<file path="src/rtl/pipe_stage_buf.sv">
// pipe_stage_buf
// Generic inter-stage pipeline buffer (IF/ID, ID/EXE, EXE/MEM, MEM/WB).
// Carries an opaque payload and an exception vector whose MSB has the highest
// priority. Adds a valid/ready handshake, an optional one-entry skid buffer,
// synchronous flush, exception priority encoding and optional input blocking
// after an excepting entry has been accepted.
//
// Ports:
//   clk          - clock, all state updates on the rising edge
//   rst          - asynchronous active-high reset
//   in_valid     - upstream entry valid
//   in_ready     - buffer can accept an entry this cycle
//   in_data      - upstream payload
//   in_exc       - upstream exception vector
//   flush        - synchronous flush, discards all contents
//   out_valid    - head entry valid
//   out_ready    - downstream accepts the head entry
//   out_data     - head payload
//   out_exc      - head exception vector
//   out_has_exc  - head entry is valid and carries an exception
//   out_exc_code - index of the highest set bit of out_exc (0 when none)
//   blocked      - block mode active, accepted inputs are being dropped
//   drop_cnt     - saturating count of entries dropped while blocked
module pipe_stage_buf #(
  parameter int DATA_W    = 96,
  parameter int EXC_W     = 9,
  parameter int SKID      = 1,
  parameter int EXC_BLOCK = 1,
  parameter int CNT_W     = 8,
  localparam int CODE_W   = (EXC_W > 1) ? $clog2(EXC_W) : 1
) (
  input  logic              clk,
  input  logic              rst,
  input  logic              in_valid,
  output logic              in_ready,
  input  logic [DATA_W-1:0] in_data,
  input  logic [EXC_W-1:0]  in_exc,
  input  logic              flush,
  output logic              out_valid,
  input  logic              out_ready,
  output logic [DATA_W-1:0] out_data,
  output logic [EXC_W-1:0]  out_exc,
  output logic              out_has_exc,
  output logic [CODE_W-1:0] out_exc_code,
  output logic              blocked,
  output logic [CNT_W-1:0]  drop_cnt
);

  logic              main_valid_q, main_valid_d;
  logic [DATA_W-1:0] main_data_q,  main_data_d;
  logic [EXC_W-1:0]  main_exc_q,   main_exc_d;
  logic              skid_valid_q, skid_valid_d;
  logic [DATA_W-1:0] skid_data_q,  skid_data_d;
  logic [EXC_W-1:0]  skid_exc_q,   skid_exc_d;
  logic              blocked_q,    blocked_d;
  logic [CNT_W-1:0]  drop_cnt_q,   drop_cnt_d;

  logic accept;
  logic deliver;
  logic push;
  logic drop;

  // With a skid entry in_ready comes straight from a flop; without one it
  // must look through to out_ready so a full register can still stream.
  always_comb begin
    if (SKID != 0) begin
      in_ready = !skid_valid_q;
    end else begin
      in_ready = !main_valid_q || out_ready;
    end
  end

  assign accept  = in_valid && in_ready;
  assign deliver = main_valid_q && out_ready;
  assign drop    = accept && blocked_q;
  assign push    = accept && !blocked_q;

  always_comb begin
    main_valid_d = main_valid_q;
    main_data_d  = main_data_q;
    main_exc_d   = main_exc_q;
    skid_valid_d = skid_valid_q;
    skid_data_d  = skid_data_q;
    skid_exc_d   = skid_exc_q;
    blocked_d    = blocked_q;
    drop_cnt_d   = drop_cnt_q;

    if (flush) begin
      // Flush wins over everything; inputs in this cycle are neither stored
      // nor counted as drops.
      main_valid_d = 1'b0;
      skid_valid_d = 1'b0;
      blocked_d    = 1'b0;
    end else begin
      if (drop && (drop_cnt_q != {CNT_W{1'b1}})) begin
        drop_cnt_d = drop_cnt_q + CNT_W'(1);
      end

      if ((EXC_BLOCK != 0) && push && (|in_exc)) begin
        blocked_d = 1'b1;
      end

      if (deliver) begin
        // A full skid refills main; in_ready was low so no accept can race it.
        if (skid_valid_q) begin
          main_data_d  = skid_data_q;
          main_exc_d   = skid_exc_q;
          skid_valid_d = 1'b0;
        end else if (push) begin
          main_data_d  = in_data;
          main_exc_d   = in_exc;
        end else begin
          main_valid_d = 1'b0;
        end
      end else if (push) begin
        if (!main_valid_q) begin
          main_valid_d = 1'b1;
          main_data_d  = in_data;
          main_exc_d   = in_exc;
        end else if (SKID != 0) begin
          skid_valid_d = 1'b1;
          skid_data_d  = in_data;
          skid_exc_d   = in_exc;
        end
      end
    end
  end

  always_ff @(posedge clk or posedge rst) begin
    if (rst) begin
      main_valid_q <= 1'b0;
      main_data_q  <= '0;
      main_exc_q   <= '0;
      skid_valid_q <= 1'b0;
      skid_data_q  <= '0;
      skid_exc_q   <= '0;
      blocked_q    <= 1'b0;
      drop_cnt_q   <= '0;
    end else begin
      main_valid_q <= main_valid_d;
      main_data_q  <= main_data_d;
      main_exc_q   <= main_exc_d;
      skid_valid_q <= skid_valid_d;
      skid_data_q  <= skid_data_d;
      skid_exc_q   <= skid_exc_d;
      blocked_q    <= blocked_d;
      drop_cnt_q   <= drop_cnt_d;
    end
  end

  // Ascending scan so the highest set bit is the last one to win.
  always_comb begin
    out_exc_code = '0;
    for (int i = 0; i < EXC_W; i++) begin
      if (main_exc_q[i]) begin
        out_exc_code = i[CODE_W-1:0];
      end
    end
  end

  assign out_valid   = main_valid_q;
  assign out_data    = main_data_q;
  assign out_exc     = main_exc_q;
  assign out_has_exc = main_valid_q && (|main_exc_q);
  assign blocked     = blocked_q;
  assign drop_cnt    = drop_cnt_q;

endmodule

</file>
<file path="config.mk">
export PLATFORM = sky130hd
export DESIGN_NAME = pipe_stage_buf
export DESIGN_NICKNAME = d
export VERILOG_FILES = /design/src/rtl/pipe_stage_buf.sv
export SDC_FILE = /design/constraint.sdc
export NUM_CORES = 1
export LEC_CHECK = 0
export BUFFER_PORTS_ARGS = -buffer_cell sky130_fd_sc_hd__buf_2
export CELL_PAD_IN_SITES_DETAIL_PLACEMENT = 1
export CELL_PAD_IN_SITES_GLOBAL_PLACEMENT = 1
export CORE_ASPECT_RATIO = 0.9
export CORE_MARGIN = 8
export CORE_UTILIZATION = 43
export CTS_CLUSTER_DIAMETER = 120
export DETAILED_ROUTE_END_ITERATION = 12
export GPL_ROUTABILITY_DRIVEN = 0
export HOLD_SLACK_MARGIN = 0.08
export PLACE_DENSITY_LB_ADDON = 0.3
export SLEW_MARGIN = 20
export SYNTH_ARGS = -nofsm -noshare
export SYNTH_HDL_FRONTEND = slang
export SYNTH_SLANG_ARGS = --single-unit
</file>
<file path="constraint.sdc">
create_clock -name clk -period 9.5 [get_ports clk]
set_clock_uncertainty 0.05 [all_clocks]
set_input_delay 1.9 -clock clk [delete_from_list [all_inputs] [get_ports clk]]
set_output_delay 1.9 -clock clk [all_outputs]
set_load 0.005 [all_outputs]
</file>
; ---- After elaboration in Yosys (flattened, before gate mapping)
; Cells that the tools add are included.
[totals]
elab_cells = 65
inputBits = 110
memories = 0
output_inout_bits = 121
ff_bits = 221
ramBits = 0
latch_bits = 0
mem_bits_ro = 0
[classes]
addsub = 1
order_cmp = 0
div_mod_pow = 0
n_eq_ne = 4
shifts = 0
n_mux = 29
n_reduce_logical = 21
mul = 0
bitwise_logic = 2
[op_table]
columns = op, n
row1 = 2-to-1 mux 96 bit, 5
row2 = 2-to-1 mux 9 bit, 5
row3 = 2-to-1 mux 4 bit, 7
row4 = OR reduction 9 bit, 2
row5 = 2-to-1 mux 1 bit, 12
row6 = adder 8 x 1 -> 8 bit (second input constant), 1
row7 = != test 8 bit (second input constant), 1
row8 = AND reduction 4 bit, 2
row9 = logical AND 1 bit, 7
row10 = != test 3 bit (second input constant), 2
row11 = nonzero test 2 bit, 3
row12 = nonzero test 3 bit, 2
row13 = AND reduction 2 bit, 2
row14 = AND reduction 3 bit, 1
row15 = zero test 1 bit, 2
row16 = != test 2 x 1 -> 1 bit (second input constant), 1
row17 = NOT 1 bit, 2

; ---- Logic depth before layout (Yosys ltp)
; Gate-level depths: netlist of run 1.
[depth]
word_depth = 8
depth_mapped = 6
mapped_depth_nobuf = 5

; ---- Worst setup path after synthesis of run 1
; OpenSTA, ideal clock, no wires.
[synth_path]
kind = input port to flip-flop
start = in in_valid
end = reg skid_data_q[39]
t_required_ns = 9.325
path_stages = 6
setup_slack_ns = 5.951
setup_time_ns = 0.125
arrival_ns = 3.374
path_buffers = 3
cell_sequence = or3b_1 -> or4_1 -> buf_2 -> buf_8 -> buf_8 -> mux2_4
[synth_via]
elab_chain_cells = 3
[synth_lines]
columns = element, line_no
row1 = "start, declared", 34  ; input logic in_valid,
row2 = logical AND 1 bit, 73  ; assign accept = in_valid && in_ready;
row3 = logical AND 1 bit, 76  ; assign push = accept && !blocked_q;
row4 = AND reduction 4 bit (no source line), n/a
row5 = "end signal, assigned", 144  ; skid_data_q <= skid_data_d;
row6 = "end, declared", 53  ; logic [DATA_W-1:0] skid_data_q, skid_data_d;
; Every way passes these cells.
; A chain may end at the register's enable or synchronous reset.

; ---- Final worst setup path of run 1
[layout_path]
start = in in_valid
end = reg skid_data_q[89]
; The elaborated chain is that of the path after synthesis.

==> results.json, run 1 <==
{
  "post_cts_buffers": 0,
  "maxSlewViolCount": 0,
  "first_iter_violations": 351,
  "grt_pass1_wl_mm": 40.2,
  "seqPwrFrac_pct": 46.8,
  "vias": 6585,
  "relSlewSlack_pct": 41.4,
  "p_clk_share_pct": 34.4,
  "max_stage_delay_ns": 0.81,
  "pin_count": 231,
  "most-common-layout-cells": "buf_2 (230), dfrtp_1 (221), nor2_1 (114), a21oi_1 (110), mux2i_1 (106)",
  "ctsHoldBuffers": 0,
  "status": "complete, no violations",
  "grt_pass1_vias": 7322,
  "synth_fp_nets": 863,
  "end_kind": "flop",
  "htree_num_levels": 1,
  "max_clock_freq_mhz": 255,
  "rows": 51,
  "final_area_mm2": 0.0117,
  "insertion_delay_ns": 0.52,
  "ys_ff_latch": 221,
  "worst_hold_path_type": "flop to flop",
  "grt-busiest-layer": "met2",
  "portBuffers": 230,
  "power_density_mw_per_mm2": 244,
  "whs_path_depth": 1,
  "finalWirelength_mm": 24.6,
  "r2r_cells": 4,
  "dpl_cell_area_mm2": 0.0109,
  "cts_resized": 0,
  "worstPathCellList": "buf_2 -> or3b_1 -> or4_4 -> buf_4 -> mux2_2",
  "clock-root-buffer": "clkbuf_16",
  "grt_max_degree": 187,
  "dr.pass1.iters": 4,
  "hold_violations": 0,
  "path_max_fanout": 59,
  "vias_per_cell": 5.15,
  "comb_power_share_pct": 18.8,
  "fp.dieW_um": 173,
  "start_util_pct": 43.9,
  "crit_type": "primary input to flop",
  "area_growth_pct": 23.1,
  "syn_area_mm2": 0.00952,
  "drc_errors": 0,
  "synthCells": 752,
  "ir_worst_vdd_uv": 138,
  "cts_buffers": 25,
  "worst_ep_required_time_ns": 9.84,
  "layout_min_cycle_time_ns": 3.93,
  "dieArea_mm2": 0.0272,
  "slowest_stage": "buf_4",
  "post-dp-hpwl_mm": 16.4,
  "maxCapViolations": 0,
  "timing.setup.tns_ns": 0,
  "grt_usage_pct": 18.0,
  "grt_util_met2_pct": 29.1,
  "cts_tree": "done",
  "yosysSeqAreaShare_pct": 58.1,
  "clock-sinks": 221,
  "clkSlewWorstSetupHoldPaths_ns": 0.06,
  "finalCritPeriodShare_pct": 41.3,
  "power.leakage_nw": 6.24,
  "grt_util_met3_pct": 6.01,
  "nNetsFinal": 1079,
  "use_met1_pct": 23.1,
  "rsz0062_at_grt": "no",
  "design.core.area_mm2": 0.0217,
  "netSwitchingPower_w": 0.000778,
  "worst_pin_slew_ns": 0.879,
  "die_h_um": 157,
  "antenna_left": 0,
  "p_sw_share_pct": 27.2,
  "setup_violations": 0,
  "drive_above_1_share_pct": 39.5,
  "synth_area_per_cell_um2": 12.7,
  "layout_commonest_cell": "buf_2",
  "yosys_warnings": 0,
  "internal_power_w": 0.00208,
  "grt-ovfl-total": 0,
  "antenna_found_initial": 10,
  "post_drt_wl_per_cell_um": 19.2,
  "cp.arrival_ns": 4.27,
  "ys_types": 32,
  "start_kind": "primary input",
  "clk_path_buf_depth": 3
}
==> critical path: cells and delay by family <==
kind          cells  cell delay (ns)
simple gates      2             0.97
buf+inv           2             0.93
mux               1             0.41
==> synthesized netlist by cell type <==
cell type  count  area, µm²
nand3b_1       1       7.51
o21ai_0        1       5.00
o21a_1         1       7.51
buf_8          6       90.1
or3b_1         1       8.76
nand3_1        3       15.0
clkbuf_1      11       41.3
a31oi_1        4       25.0
or4_1          1       7.51
a221oi_1       2       17.5
nand2_1        5       18.8
buf_2         26        130
nor3b_1        1       7.51
mux2i_1      106       1060
o21bai_1       1       7.51
mux2_4        50        751
ha_1           1       12.5
nand2b_1       1       6.26
xnor2_1        2       17.5
inv_1          8       30.0
buf_4          1       7.51
mux2_2        57        642
or3_1          1       6.26
nor3_1         5       25.0
nand4_1        3       18.8
nor4_1         2       12.5
buf_1          4       15.0
nor4bb_1       1       10.0
a21oi_1      110        551
dfrtp_1      221       5530
or4bb_1        1       11.3
nor2_1       114        428
==> sequential cells by signal, summed over array words and instances, names as in the netlist <==
| signal | flops |
|---|---|
| out_data | 96 |
| skid_valid_q | 1 |
| blocked | 1 |
| skid_data_q | 96 |
| out_exc | 9 |
| skid_exc_q | 9 |
| out_valid | 1 |
| drop_cnt | 8 |
==> cells by family after synthesis <==
kind of cell | synth area share, %
compound gates | 6.44
flops | 58.1
fa+ha+maj | 0.131
buf+inv | 3.30
simple gates | 6.12
xor+xnor | 0.184
mux | 25.8
==> layer usage <==
metal	wire [µm]	vias up
li1	-	3065
met1	10900	3285
met2	11400	169
met3	1700	48
met4	446	18
met5	93	-
==> layout make-up <==
cell class	instances	area [µm²]
clock inverters	9	108
clock buffers	37	751
repair buffers	237	1220
inverters	8	37.5
well taps	291	364
fillers	2315	9970
flip-flops and latches	221	5530
multi-input cells	475	3710
diodes	1	2.50
==> power groups by stage <==
stage | clock network (W) | registers [W] | logic, W
6_report | 0.000985 | 0.00134 | 0.000539
5_1_grt | 0.00104 | 0.00137 | 0.000604
4_1_cts | 0.00101 | 0.00134 | 0.000553
3_5_place_dp | 0 | 0.00135 | 0.000547
3_3_place_gp | 0 | 0.00134 | 0.000518
2_1_floorplan | 0 | 0.00132 | 0.000312
==> worst paths after layout <==
path / slack, ns / startpoint / to
setup / recovery: 5.57 / in_valid / skid_data_q[89]
hold / removal: 0.45 / skid_data_q[0] / skid_data_q[0]
setup reg to reg: 6.57 / skid_valid_q / skid_data_q[68]
hold reg to reg: 0.45 / skid_data_q[0] / skid_data_q[0]
max in group asynchronous: 6.61 / rst / out_data[32]
min in group asynchronous: 1.43 / rst / out_data[91]
==> metrics by stage <==
| step | power, W | worst slack (ns) | instances | hold WS, ns | utilization, % |
|---|---|---|---|---|---|
| 4_1_cts | 0.00291 | 5.48 | 1277 | 0.456 | 54.0 |
| 2_1_floorplan | 0.00163 | 1.50 | 752 | 0.429 | - |
| 5_1_grt | 0.00302 | 5.47 | 1278 | 0.470 | 54.0 |
| 3_5_place_dp | 0.00190 | 4.98 | 1231 | 0.443 | 50.0 |
| 3_3_place_gp | 0.00186 | 5.02 | 1231 | 0.436 | 50.0 |
| 6_report | 0.00286 | 5.57 | 1279 | 0.454 | 54.0 |
Power figures use the tool's default switching activity.
==> inputs of run 2 (changes only) <==
Settings changed: ABC_AREA from default to 1, CORE_UTILIZATION 43 to 35.
Clock period 9.5 ns to 3.3 ns, I/O delays scaled along.
==> run 2 against run 1 <==
  * Worst setup slack worse by 4.6 ns
  * Non-clock buffer count is 8 higher
  * Power grew to 2.9 times the previous value
  * Worst hold slack worse by 0.11 ns
  * Clock power grew to 2.9 times the previous value
  * Sequential share of layout area is 1.7 points lower
  * Sequential cell count stayed put
  * Synthesized cell count is 65% higher
  * Register-to-register slack worse by 5.3 ns
  * Utilization is 10 points lower
  * Cell count is 43% higher
  * Design area is 3.8% higher
==> results.json, run 2 <==
{
  "layout_min_cycle_time_ns": 2.31,
  "grt_usage_pct": 16.8,
  "synth_area_leader_cell": "dfrtp_1",
  "clk_path_buf_depth": 3,
  "maxCapViolations": 0,
  "finalWirelength_mm": 28.6,
  "worst_pin_slew_ns": 0.564,
  "cts_tree": "done",
  "cts_resized": 0,
  "end_kind": "primary output",
  "nFillCells": 3452,
  "ys_ff_latch": 221,
  "most-common-layout-cells": "nand2_1 (574), buf_2 (230), dfrtp_1 (221), o21ai_0 (163), inv_1 (122)",
  "worstPathCellList": "nor2_1 -> nand3_1 -> nor3_1 -> a21oi_1 -> buf_2",
  "nNetsFinal": 1556,
  "pin_count": 231,
  "status": "complete, no violations",
  "portBuffers": 230,
  "ys_top_cells_by_area": "dfrtp_1 (56%), nand2_1 (22%), o21ai_0 (8.2%)",
  "dr.pass1.iters": 4,
  "grt_max_degree": 125,
  "ys_types": 26,
  "synth.top_cells.by_count": "nand2_1 (574), dfrtp_1 (221), o21ai_0 (163)",
  "synth_edf_count": 0,
  "dieArea_mm2": 0.0340,
  "rows": 58,
  "worst_ep_required_time_ns": 2.59,
  "syn_area_mm2": 0.00991,
  "slowest_stage": "dfrtp_1",
  "synth_area_per_cell_um2": 7.98,
  "clock-sinks": 221,
  "rsz0062_at_grt": "no",
  "synth_top_flop_cell": "dfrtp_1",
  "design.core.area_mm2": 0.0279,
  "crit_type": "flop to primary output",
  "synthCells": 1241,
  "start_util_pct": 35.6,
  "postSynth.asyncResetShare_pct": 100,
  "start_kind": "flop",
  "finalCritPeriodShare_pct": 70.0,
  "max_clock_freq_mhz": 433,
  "first_iter_violations": 530,
  "maxSlewViolCount": 0,
  "cp.arrival_ns": 1.60,
  "die_h_um": 176,
  "synth.top_cell.area_share_pct": 55.8,
  "insertion_delay_ns": 0.52,
  "post-synth-top-count-cell": "nand2_1",
  "setup_slack_ns": 0.991,
  "path_max_fanout": 4,
  "cts_buffers": 26,
  "finalNonFillerCells": 1827,
  "final_area_mm2": 0.0122,
  "post_drt_wl_per_cell_um": 15.7,
  "holdWs_ns": 0.340,
  "grt-ovfl-total": 0,
  "vias": 8537,
  "drive_above_1_share_pct": 20.2,
  "yosysSeqAreaShare_pct": 55.8,
  "grt_pass1_wl_mm": 48.2,
  "clkSlewWorstSetupHoldPaths_ns": 0.06,
  "htree_num_levels": 1,
  "area_growth_pct": 22.9,
  "antenna_found_initial": 0,
  "synth_fp_nets": 1352,
  "fp.dieW_um": 193,
  "post_cts_buffers": 0,
  "clock-root-buffer": "clkbuf_16",
  "dpl.cell_count": 1776,
  "power.leakage_nw": 6.62,
  "worst_hold_path_type": "primary input to flop",
  "pre_cts_ws_ns": 0.933,
  "setup_violations": 0,
  "power_density_mw_per_mm2": 672,
  "layout_commonest_cell": "nand2_1",
  "yosys_warnings": 0,
  "ir_worst_vdd_uv": 331,
  "dpl_cell_area_mm2": 0.0113,
  "power_w": 0.00818,
  "grt_pass1_vias": 9127,
  "relSlewSlack_pct": 62.4,
  "max_stage_delay_ns": 0.42,
  "vias_per_cell": 4.67,
  "antenna_left": 0,
  "hold_violations": 0,
  "drc_errors": 0,
  "post-dp-hpwl_mm": 18.9
}
## run 2: cell types whose count changed after synthesis, sizes merged, moves of 104 or more
cell	delta
nand2	+571
nor2	-104
o21ai	+216
mux2i	-106
inv	+117
mux2	-107
a21oi	-108
## run 2: worst max-delay path: cells and delay by family (launching register included)
family | cells | cell delay, ns
AND/OR/NAND/NOR | 3 | 0.44
flip-flops | 1 | 0.42
buffers and inverters | 1 | 0.13
AO/OA/AOI/OAI | 1 | 0.08
## run 2: cell type report
cell class,count,area [µm²],area share (%)
Inverter,125,474,3.89
Antenna cell,2,5.00,0.0411
Clock inverter,7,71.3,0.586
Multi-Input combinational cell,826,3480,28.6
Clock buffer,41,787,6.46
Timing Repair Buffer,245,1380,11.3
Tap cell,360,450,3.70
Sequential cell,221,5530,45.4
## run 2: stage by stage
stage | utilization, % | setup TNS [ns]
global placement | 40.6 | 0
finish | 43.7 | 0
CTS | 43.7 | 0
floorplan | - | -64.55
global route | 43.7 | 0
detailed placement | 40.6 | 0
## run 2: path summary, 6_finish.rpt
check	startpoint	endpoint	slack [ns]	cells past startpoint
worst max-delay path	out_exc[4]	out_has_exc	0.99	5
worst min-delay path	in_data[60]	skid_data_q[60]	0.34	3
worst max register to register	out_valid	out_data[39]	1.24	8
worst min register to register	out_data[12]	out_data[12]	0.42	2
max in group asynchronous	rst	out_data[59]	1.84	4
min in group asynchronous	rst	drop_cnt[6]	0.62	3
## run 2: metal layers
metal	part of all wire (%)	track usage, %
met5	0	0
met4	1.7	3.36
met3	4.8	3.85
met2	46	27.7
met1	47	22.5
## run 2: report_power, final
group / internal (W) / switching (W) / leakage, nW
logic: 0.000658 / 0.000809 / 3.36
registers: 0.00341 / 0.000433 / 2.84
clock network: 0.00171 / 0.00116 / 0.427
total: 0.00578 / 0.00240 / 6.62
## run 2: logic make-up after synthesis
kind of cell	after synthesis	share of synthesized area [%]
and+or+nand+nor	601	23.4
AOI/OAI and AO/OA	221	11.2
xor gates and xnor gates	3	0.265
buffers and inverters	194	9.18
DFF	221	55.8
adders and majority gates	1	0.126
## run 2: what timing repair did
item                                    in CTS  in global routing
endpoints found under the setup margin       0                  0
hold buffers                                 1                  0
hold endpoints to repair                     8                  0
